--- src/rtl/regfile_wb_pkg.sv ---
// regfile_wb_pkg: shared constants and the buffered write-entry type for regfile_writeback
package regfile_wb_pkg;
    localparam int AW_DEF = 5;
    localparam int DW_DEF = 32;
    localparam int REG_ZERO = 0;
    typedef struct packed {
        logic [AW_DEF-1:0] addr;
        logic [DW_DEF-1:0] data;
    } wb_entry_t;
endpackage

--- src/rtl/regfile_writeback_if.sv ---
// regfile_writeback_if: LSU/ALU result handshakes, retire controls and register-file write port
interface regfile_writeback_if #(
    parameter int AW = 5,
    parameter int DW = 32
);
    logic            lsu_valid;
    logic            lsu_ready;
    logic [AW-1:0]   lsu_addr;
    logic [DW-1:0]   lsu_data;
    logic            alu_valid;
    logic            alu_ready;
    logic [AW-1:0]   alu_addr;
    logic [DW-1:0]   alu_data;
    logic            wb_stall;
    logic            flush;
    logic [AW-1:0]   write_addr;
    logic            write_enable;
    logic [DW-1:0]   data_in;
    logic [2**AW-1:0] pending;
    logic [31:0]     wr_count;
    modport slave (
        input  lsu_valid, lsu_addr, lsu_data, alu_valid, alu_addr, alu_data, wb_stall, flush,
        output lsu_ready, alu_ready, write_addr, write_enable, data_in, pending, wr_count
    );
    modport master (
        output lsu_valid, lsu_addr, lsu_data, alu_valid, alu_addr, alu_data, wb_stall, flush,
        input  lsu_ready, alu_ready, write_addr, write_enable, data_in, pending, wr_count
    );
endinterface

--- src/rtl/wb_fifo.sv ---
// wb_fifo: generic DEPTH-entry synchronous FIFO with flush and a per-entry valid/contents view
module wb_fifo #(
    parameter int  DEPTH = 4,
    parameter type T = logic [7:0]
) (
    input  logic             clk,
    input  logic             rst,
    input  logic             i_push,
    input  logic             i_pop,
    input  logic             i_flush,
    input  T                 i_data,
    output T                 o_head,
    output logic             o_full,
    output logic             o_empty,
    output T                 o_entries [DEPTH],
    output logic [DEPTH-1:0] o_valid
);
    localparam int PW = $clog2(DEPTH);
    logic [PW-1:0] r_rd, r_wr;
    logic [PW:0]   r_cnt;
    T              r_mem [DEPTH];
    always_ff @(posedge clk) begin
        if (rst || i_flush) begin
            r_rd  <= '0;
            r_wr  <= '0;
            r_cnt <= '0;
        end else begin
            if (i_push) begin
                r_mem[r_wr] <= i_data;
                r_wr        <= r_wr + 1'b1;
            end
            if (i_pop) r_rd <= r_rd + 1'b1;
            r_cnt <= r_cnt + (PW+1)'(i_push) - (PW+1)'(i_pop);
        end
    end
    assign o_full    = r_cnt == (PW+1)'(DEPTH);
    assign o_empty   = r_cnt == '0;
    assign o_head    = o_empty ? '0 : r_mem[r_rd];
    assign o_entries = r_mem;
    // an entry is live when its distance from the read pointer is below the count
    always_comb begin
        o_valid = '0;
        for (int i = 0; i < DEPTH; i++) o_valid[i] = {1'b0, PW'(PW'(i) - r_rd)} < r_cnt;
    end
endmodule

--- src/rtl/regfile_writeback.sv ---
// regfile_writeback: LSU/ALU result arbiter and buffered register-file write sequencer with RAW scoreboard
// Optional same-cycle bypass when the FIFO is empty: define REGFILE_WB_BYPASS_EN.
module regfile_writeback
    import regfile_wb_pkg::*;
#(
    parameter int DEPTH = 4,
    parameter int AW    = AW_DEF,
    parameter int DW    = DW_DEF
) (
    input logic clk,
    input logic rst,
    regfile_writeback_if.slave bus
);
    wb_entry_t        w_in, w_head;
    wb_entry_t        w_entries [DEPTH];
    logic [DEPTH-1:0] w_valid;
    logic [AW-1:0]    w_addr;
    logic [DW-1:0]    w_data;
    logic             w_full, w_empty, w_lsu_fire, w_fire, w_push, w_pop, w_byp;
    logic [2**AW-1:0] w_pending;
    logic [31:0]      r_wr_count;
    assign bus.lsu_ready = !w_full;
    assign bus.alu_ready = !w_full && !bus.lsu_valid;
    assign w_lsu_fire    = bus.lsu_valid && bus.lsu_ready;
    assign w_fire        = w_lsu_fire || (bus.alu_valid && bus.alu_ready);
    assign w_addr        = w_lsu_fire ? bus.lsu_addr : bus.alu_addr;
    assign w_data        = w_lsu_fire ? bus.lsu_data : bus.alu_data;
    assign w_in          = '{addr: w_addr, data: w_data};
`ifdef REGFILE_WB_BYPASS_EN
    assign w_byp = w_fire && w_addr != AW'(REG_ZERO) && w_empty && !bus.wb_stall && !bus.flush && !rst;
`else
    assign w_byp = 1'b0;
`endif
    // x0 results complete the handshake but are dropped here
    assign w_push = w_fire && w_addr != AW'(REG_ZERO) && !w_byp;
    assign w_pop  = !w_empty && !bus.wb_stall && !bus.flush && !rst;
    wb_fifo #(.DEPTH(DEPTH), .T(wb_entry_t)) u_fifo (
        .clk      (clk),
        .rst      (rst),
        .i_push   (w_push),
        .i_pop    (w_pop),
        .i_flush  (bus.flush),
        .i_data   (w_in),
        .o_head   (w_head),
        .o_full   (w_full),
        .o_empty  (w_empty),
        .o_entries(w_entries),
        .o_valid  (w_valid)
    );
    assign bus.write_enable = w_pop || w_byp;
    assign bus.write_addr   = w_byp ? w_in.addr : w_head.addr;
    assign bus.data_in      = w_byp ? w_in.data : w_head.data;
    always_comb begin
        w_pending = '0;
        for (int i = 0; i < DEPTH; i++) if (w_valid[i]) w_pending[w_entries[i].addr] = 1'b1;
    end
    assign bus.pending = w_pending;
    always_ff @(posedge clk) begin
        if (rst) r_wr_count <= '0;
        else     r_wr_count <= r_wr_count + 32'(bus.write_enable);
    end
    assign bus.wr_count = r_wr_count;
endmodule

--- src/flat_wrapper.sv ---
// flat-port wrapper written by rule: the top's interface ports become plain ports
module regfile_writeback_flat import regfile_wb_pkg::*;
#(
    parameter int DEPTH = 4,
    parameter int AW    = AW_DEF,
    parameter int DW    = DW_DEF
)
  (clk, rst, bus_lsu_valid, bus_lsu_addr, bus_lsu_data, bus_alu_valid, bus_alu_addr, bus_alu_data, bus_wb_stall, bus_flush, bus_lsu_ready, bus_alu_ready, bus_write_addr, bus_write_enable, bus_data_in, bus_pending, bus_wr_count);
  regfile_writeback_if #(.AW(AW), .DW(DW)) bus_i ();
  input logic clk;
  input logic rst;
  input wire logic [$bits(bus_i.lsu_valid)-1:0] bus_lsu_valid;
  input wire logic [$bits(bus_i.lsu_addr)-1:0] bus_lsu_addr;
  input wire logic [$bits(bus_i.lsu_data)-1:0] bus_lsu_data;
  input wire logic [$bits(bus_i.alu_valid)-1:0] bus_alu_valid;
  input wire logic [$bits(bus_i.alu_addr)-1:0] bus_alu_addr;
  input wire logic [$bits(bus_i.alu_data)-1:0] bus_alu_data;
  input wire logic [$bits(bus_i.wb_stall)-1:0] bus_wb_stall;
  input wire logic [$bits(bus_i.flush)-1:0] bus_flush;
  output wire logic [$bits(bus_i.lsu_ready)-1:0] bus_lsu_ready;
  output wire logic [$bits(bus_i.alu_ready)-1:0] bus_alu_ready;
  output wire logic [$bits(bus_i.write_addr)-1:0] bus_write_addr;
  output wire logic [$bits(bus_i.write_enable)-1:0] bus_write_enable;
  output wire logic [$bits(bus_i.data_in)-1:0] bus_data_in;
  output wire logic [$bits(bus_i.pending)-1:0] bus_pending;
  output wire logic [$bits(bus_i.wr_count)-1:0] bus_wr_count;
  assign bus_i.lsu_valid = bus_lsu_valid;
  assign bus_i.lsu_addr = bus_lsu_addr;
  assign bus_i.lsu_data = bus_lsu_data;
  assign bus_i.alu_valid = bus_alu_valid;
  assign bus_i.alu_addr = bus_alu_addr;
  assign bus_i.alu_data = bus_alu_data;
  assign bus_i.wb_stall = bus_wb_stall;
  assign bus_i.flush = bus_flush;
  assign bus_lsu_ready = bus_i.lsu_ready;
  assign bus_alu_ready = bus_i.alu_ready;
  assign bus_write_addr = bus_i.write_addr;
  assign bus_write_enable = bus_i.write_enable;
  assign bus_data_in = bus_i.data_in;
  assign bus_pending = bus_i.pending;
  assign bus_wr_count = bus_i.wr_count;
  regfile_writeback #(.DEPTH(DEPTH), .AW(AW), .DW(DW)) u_core (.clk(clk), .rst(rst), .bus(bus_i));
endmodule
--- config.mk ---
export PLATFORM = sky130hd
export DESIGN_NAME = regfile_writeback_flat
export DESIGN_NICKNAME = d
export VERILOG_FILES = /design/src/rtl/regfile_wb_pkg.sv /design/src/rtl/regfile_writeback_if.sv /design/src/rtl/wb_fifo.sv /design/src/rtl/regfile_writeback.sv /design/src/flat_wrapper.sv
export SDC_FILE = /design/constraint.sdc
export NUM_CORES = 1
export LEC_CHECK = 0
export CORE_MARGIN = 8
export CORE_UTILIZATION = 45
export DETAILED_ROUTE_END_ITERATION = 7
export PLACE_DENSITY = 0.67
export SYNTH_ARGS = -nofsm -noshare
export SYNTH_HDL_FRONTEND = slang
export SYNTH_SLANG_ARGS = --single-unit
--- constraint.sdc ---
create_clock -name clk -period 6.7 [get_ports clk]
set_clock_uncertainty 0.15 [all_clocks]
set_input_delay 2.01 -clock clk [delete_from_list [all_inputs] [get_ports clk]]
set_output_delay 2.01 -clock clk [all_outputs]
set_load 0.01 [all_outputs]
# Yosys cells after proc, flatten, opt, wreduce, memory -nomap -nowiden
# Index checks and enable logic that the tools add are counted.
dict set report op_classes {
  add_sub_neg 9
  magnitude_cmp 15
  n_eq_ne 1
  muxes 21
  bitwise_logic 6
  reduce_logical 23
}
# operator n
set ops {}
lappend ops {{2-to-1 mux 32 bit} 5}
lappend ops {{bitwise mux 148 bit} 1}
lappend ops {{2-to-1 mux 37 bit} 4}
lappend ops {{bitwise OR 32 bit} 3}
lappend ops {{binary-select mux 37 bit (select 2 bit)} 1}
lappend ops {{demux 37 bit (select 2 bit)} 1}
lappend ops {{adder 32 x 1 -> 32 bit} 1}
lappend ops {{< comparator 5 x 6 -> 1 bit (second input constant)} 4}
lappend ops {{demux 1 bit (select 5 bit)} 4}
lappend ops {{greater-or-equal comparator 5 x 1 -> 1 bit (second input constant)} 4}
lappend ops {{logical AND 1 bit} 12}
lappend ops {{< comparator 2 x 3 -> 1 bit} 4}
lappend ops {{greater-or-equal comparator 3 bit (second input constant)} 2}
lappend ops {{zero test 1 bit} 6}
lappend ops {{NOT 2 -> 3 bit} 2}
lappend ops {{2-to-1 mux 5 bit} 1}
lappend ops {{nonzero test 5 bit} 1}
lappend ops {{adder 2 x 1 -> 2 bit (second input constant)} 2}
lappend ops {{2-to-1 mux 1 bit} 4}
lappend ops {{subtractor 1 x 2 -> 2 bit (first input constant)} 2}
lappend ops {{subtractor 2 bit (first input constant)} 2}
lappend ops {{adder 3 x 1 -> 3 bit} 1}
lappend ops {{equality test 3 bit (second input constant)} 1}
lappend ops {{zero test 3 bit} 1}
lappend ops {{other kinds (5)} 6}
dict set report word_totals {
  ff_bits 187
  in_bits 80
  out_inout_bits 104
  wordCells 87
}

# Logic depth before layout (Yosys ltp)
dict set report depth {
  depth_word 11
  ltp_mapped 11
  ltp_nobuf 8
}

# Hierarchy
# A second synthesis with hierarchy kept.
dict set report unflattened {
  hier_cells 692
  hier_area_um2 9336.5
}
# module instances cells_each area_per_inst_um2 seq_area_each_um2
set by_module_without_submodules {}
lappend by_module_without_submodules {wb_fifo 1 295 6198.4 4584.4}
lappend by_module_without_submodules {regfile_writeback 1 397 3138.0 640.6}

# Worst setup path before layout
# Ideal clock, no wire load.
dict set report synth_timing {
  kind {input-to-output}
  startpoint {input port rst}
  endpoint {output port bus_write_enable}
  arrival_time_ns 2.798
  required_time_ns 4.540
  path_slack_ns 1.742
  cell_stages 4
  cell_sequence {buf_6 > or2_0 > clkbuf_1 > nor3_2}
}
dict set report synth_between {
  elab_chain_len 2
}
# element line_no
set synth_rtl {}
lappend synth_rtl {{start, declared} flat_wrapper.sv:11} ;# input logic rst;
lappend synth_rtl {{zero test 1 bit} regfile_writeback.sv:36} ;# assign w_pop = !w_empty && !bus.wb_stall && !bus.flush && !rst;
lappend synth_rtl {{logical AND 1 bit} regfile_writeback.sv:36}
lappend synth_rtl {{end, declared} flat_wrapper.sv:23} ;# output wire logic [$bits(bus_i.write_enable)-1:0] bus_write_enable;
# Every way passes these cells.

# Worst setup path after layout
dict set report layout_timing {
  startpoint {input port bus_flush}
  endpoint {output port bus_write_enable}
}
dict set report layout_between {
  elab_chain_len 3
}
# element line_no
set layout_rtl {}
lappend layout_rtl {{start, declared} flat_wrapper.sv:19} ;# input wire logic [$bits(bus_i.flush)-1:0] bus_flush;
lappend layout_rtl {{zero test 1 bit} regfile_writeback.sv:36}
lappend layout_rtl {{logical AND 1 bit (2 in series)} regfile_writeback.sv:36}
# Every way passes these cells.

==> flow_summary_export.csv <==
group,metric,value,unit
synth,ys_seq_area_share,57.1,%
worst_setup_path,critical_path.startpoint_type,"input pin",
synth,synth_cell_type_count,57,
synth,async_flop_share,0,%
route,drt-total-wl,23.7,mm
pwr,peakVddDrop,197,uV
synth,synth_top_area_share,48.5,%
synth,avgSynthCellArea,13.5,sq um
route,detail_route.iter0.violations,512,
sta,relSlewSlack,32.3,%
floorplan,fp-row-count,52,
pwr,comb_power_share,10.2,%
worst_setup_path,critPathMaxFanout,7,
worst_setup_path,worstSetupPathType,"in -> out",
synth,synth_area_leader_cell,"edfxtp_1",
final_layout,drive_gt1_share,12.3,%
final_layout,diodes,0,
synth,synth_edf_count,148,
synth,syn_area,9160,sq um
grt,grt_max_degree,38,
final_layout,most-common-layout-cells,"183 x clkdlybuf4s50_1, 148 x edfxtp_1, 56 x nor2_1",
sta,tightest_slew,1020,ps
worst_setup_path,crit_chain,"clkdlybuf4s50_1 > or2_0 > nor3_2 > clkdlybuf4s50_1",
sta,finalSetupViolCount,0,
clock_network,clkTransAtPathRegs,70,ps
pwr,seqPwrFrac,50.0,%
route,vias,6483,
sta,drv_slew,0,
grt,grt_pass1_wl,37.2,mm
worst_setup_path,critPathMostFrequentCell,"clkdlybuf4s50_1",
final_layout,area_growth_syn_to_layout,29.3,%
min_path,holdPathStages,2,
worst_setup_path,worst-path-buf-inv,2,
clock_network,postCtsHoldBufs,0,
clock_network,insertion_delay,420,ps
final_layout,nFillCells,1567,
floorplan,num_io_pins,184,
placement,port_buffers,183,
route,dr.pass1.iters,5,
pwr,power_leakage,3.81,nW
outcome,status,"finished clean",
route,viasPerCell,5.72,
floorplan,fp.dieW,159,microns
clock_network,numCtsBuffers,17,
synth,yosys_warnings,0,
clock_network,clock_sinks,187,
worst_setup_path,required,4540,ps
worst_setup_path,r2r_cells,4,
synth,synth_cells,680,
worst_setup_path,crit_path_top_delay_cell,"clkdlybuf4s50_1",
grt,overflow,0,
final_layout,layout.nets,941,
route,drc,0,
clock_network,post_cts_resized,0,
grt,grt_usage,19.1,%
synth,synth_fp_nets,771,
clock_network,post-cts-setup-buffer-count,0,
pwr,p_per_area,218,nW/um^2
worst_setup_path,worst-path-stages,4,
clock_network,cts_tree,"built",
sta,whs,383,ps
clock_network,htree_levels,4,
pwr,p_sw,0.651,mW
worst_setup_path,worst_setup_path_end_kind,"primary output",
sta,finalHoldViolCount,0,
min_path,min_path_type,"reg -> reg",
worst_setup_path,cp_top_family,"buffers and inverters",
synth,synth_flop_cell,"edfxtp_1",
placement,dp_hpwl,16.6,mm
placement,place.gp.congestion,0.863,
synth,ys_ff_latch,187,
worst_setup_path,crit_path_max_incr_delay,630,ps
pwr,power_frac_clock,39.8,%
sta,setup_tns,0,ps
floorplan,die_height,159,microns
final_layout,layout_commonest_cell,"clkdlybuf4s50_1",
floorplan,core-area,20100,sq um
sta,fmax,0.166,GHz
grt,antenna_found_initial,0,
route,antenna_violating_nets_post_route,0,
pwr,netSwitchingFraction,25.2,%
pwr,p_int,1.94,mW
floorplan,dieArea,25200,sq um
grt,grt_pass1_vias,6900,
final_layout,fin_cells,1133,
clock_network,ctsRootBufferMaster,"clkbuf_16",
placement,place_inst,1101,
route,wl_per_cell,20.9,microns
sta,period_share,90.2,%
synth,netlist_top_cells_area,"edfxtp_1 49%, mux4_2 9.1%, dfxtp_1 8.5%",
clock_network,cts_buffer_depth,2,
sta,rsz0062_at_grt,"no",
worst_setup_path,worstPathArrival,3880,ps
sta,finalCriticalPeriod,6040,ps
floorplan,initial_core_util,45.6,%
flow_run,cap_viol_max_count,0,
state kept, by name, summed over array words and instances, names as in the netlist:
register / count
u_core.u_fifo.r_wr: 2
u_core.u_fifo.r_cnt: 3
u_core.bus.wr_count: 32
u_core.u_fifo.o_entries: 148
u_core.u_fifo.r_rd: 2
logic make-up (layout without fill, tap and decap cells):
logic type | after synthesis | count (layout) | synth area share, %
and+or+nand+nor | 240 | 240 | 14.7
AOI/OAI and AO/OA | 84 | 84 | 7.35
buffers and inverters | 50 | 233 | 2.40
muxes | 74 | 74 | 13.6
adders and majority gates | 11 | 11 | 1.58
xor gates and xnor gates | 34 | 34 | 3.25
DFF | 187 | 187 | 57.1
worst paths after layout:
check / from / to / slack [ps]
worst max-delay path: bus_flush / bus_write_enable / 660
worst min-delay path: u_core.bus.wr_count[31] / u_core.bus.wr_count[31] / 380
worst max register to register: u_core.u_fifo.r_cnt[0] / u_core.u_fifo.o_entries[110] / 3740
worst min register to register: u_core.bus.wr_count[31] / u_core.bus.wr_count[31] / 380
cell usage after synthesis (13+ instances only):
library cell    n
edfxtp_1      148
nor2_1         56
nor2b_1        53
dfxtp_1        39
mux4_2         37
nand2_1        35
mux2_1         30
clkbuf_1       23
a221o_1        22
o22ai_1        20
xor2_1         19
nand4_1        17
xnor2_1        15
nand3_1        13
final cells by class:
class	count	area, sq um	share of cell area [%]
clock inverter	15	198	1.67
sequential	187	5230	44.2
inverter	11	41.3	0.349
multi-input combinational	443	3730	31.5
clock buffer	17	425	3.59
tap	270	338	2.85
timing repair buffer	190	1880	15.9
stage by stage:
step / area, sq um / setup WS [ps] / util [%] / power (mW)
4_1_cts: 11800 / 680 / 58.9 / 2.61
3_3_place_gp: 11200 / 739 / 55.8 / 1.58
2_1_floorplan: 9160 / 1740 / - / 1.44
3_5_place_dp: 11200 / 684 / 55.8 / 1.59
6_report: 11800 / 658 / 58.9 / 2.59
5_1_grt: 11800 / 539 / 58.9 / 2.67
worst reg2reg max path, cell delays in order, from the launching register on:
cell and delay (ps):
dfxtp_1 490, nor2_1 90, and2_1 240, a221oi_2 590, and3_2 1000
power by group through the flow:
| stage | Sequential [mW] | Clock (mW) | Combinational [mW] |
|---|---|---|---|
| 3_3_place_gp | 1.32 | 0 | 0.260 |
| 4_1_cts | 1.29 | 1.05 | 0.268 |
| 6_report | 1.29 | 1.03 | 0.264 |
| 3_5_place_dp | 1.32 | 0 | 0.265 |
| 5_1_grt | 1.30 | 1.09 | 0.285 |
| 2_1_floorplan | 1.31 | 0 | 0.130 |
routing by layer:
layer | wire, microns | vias up | global-route usage [%]
met5 | 0 | - | 0
met4 | 506 | 0 | 6.51
met3 | 1720 | 39 | 3.94
met2 | 11800 | 269 | 32.1
met1 | 9710 | 3219 | 24.1
li1 | - | 2956 | -
Note: power is estimated with default switching activity, not from simulation.
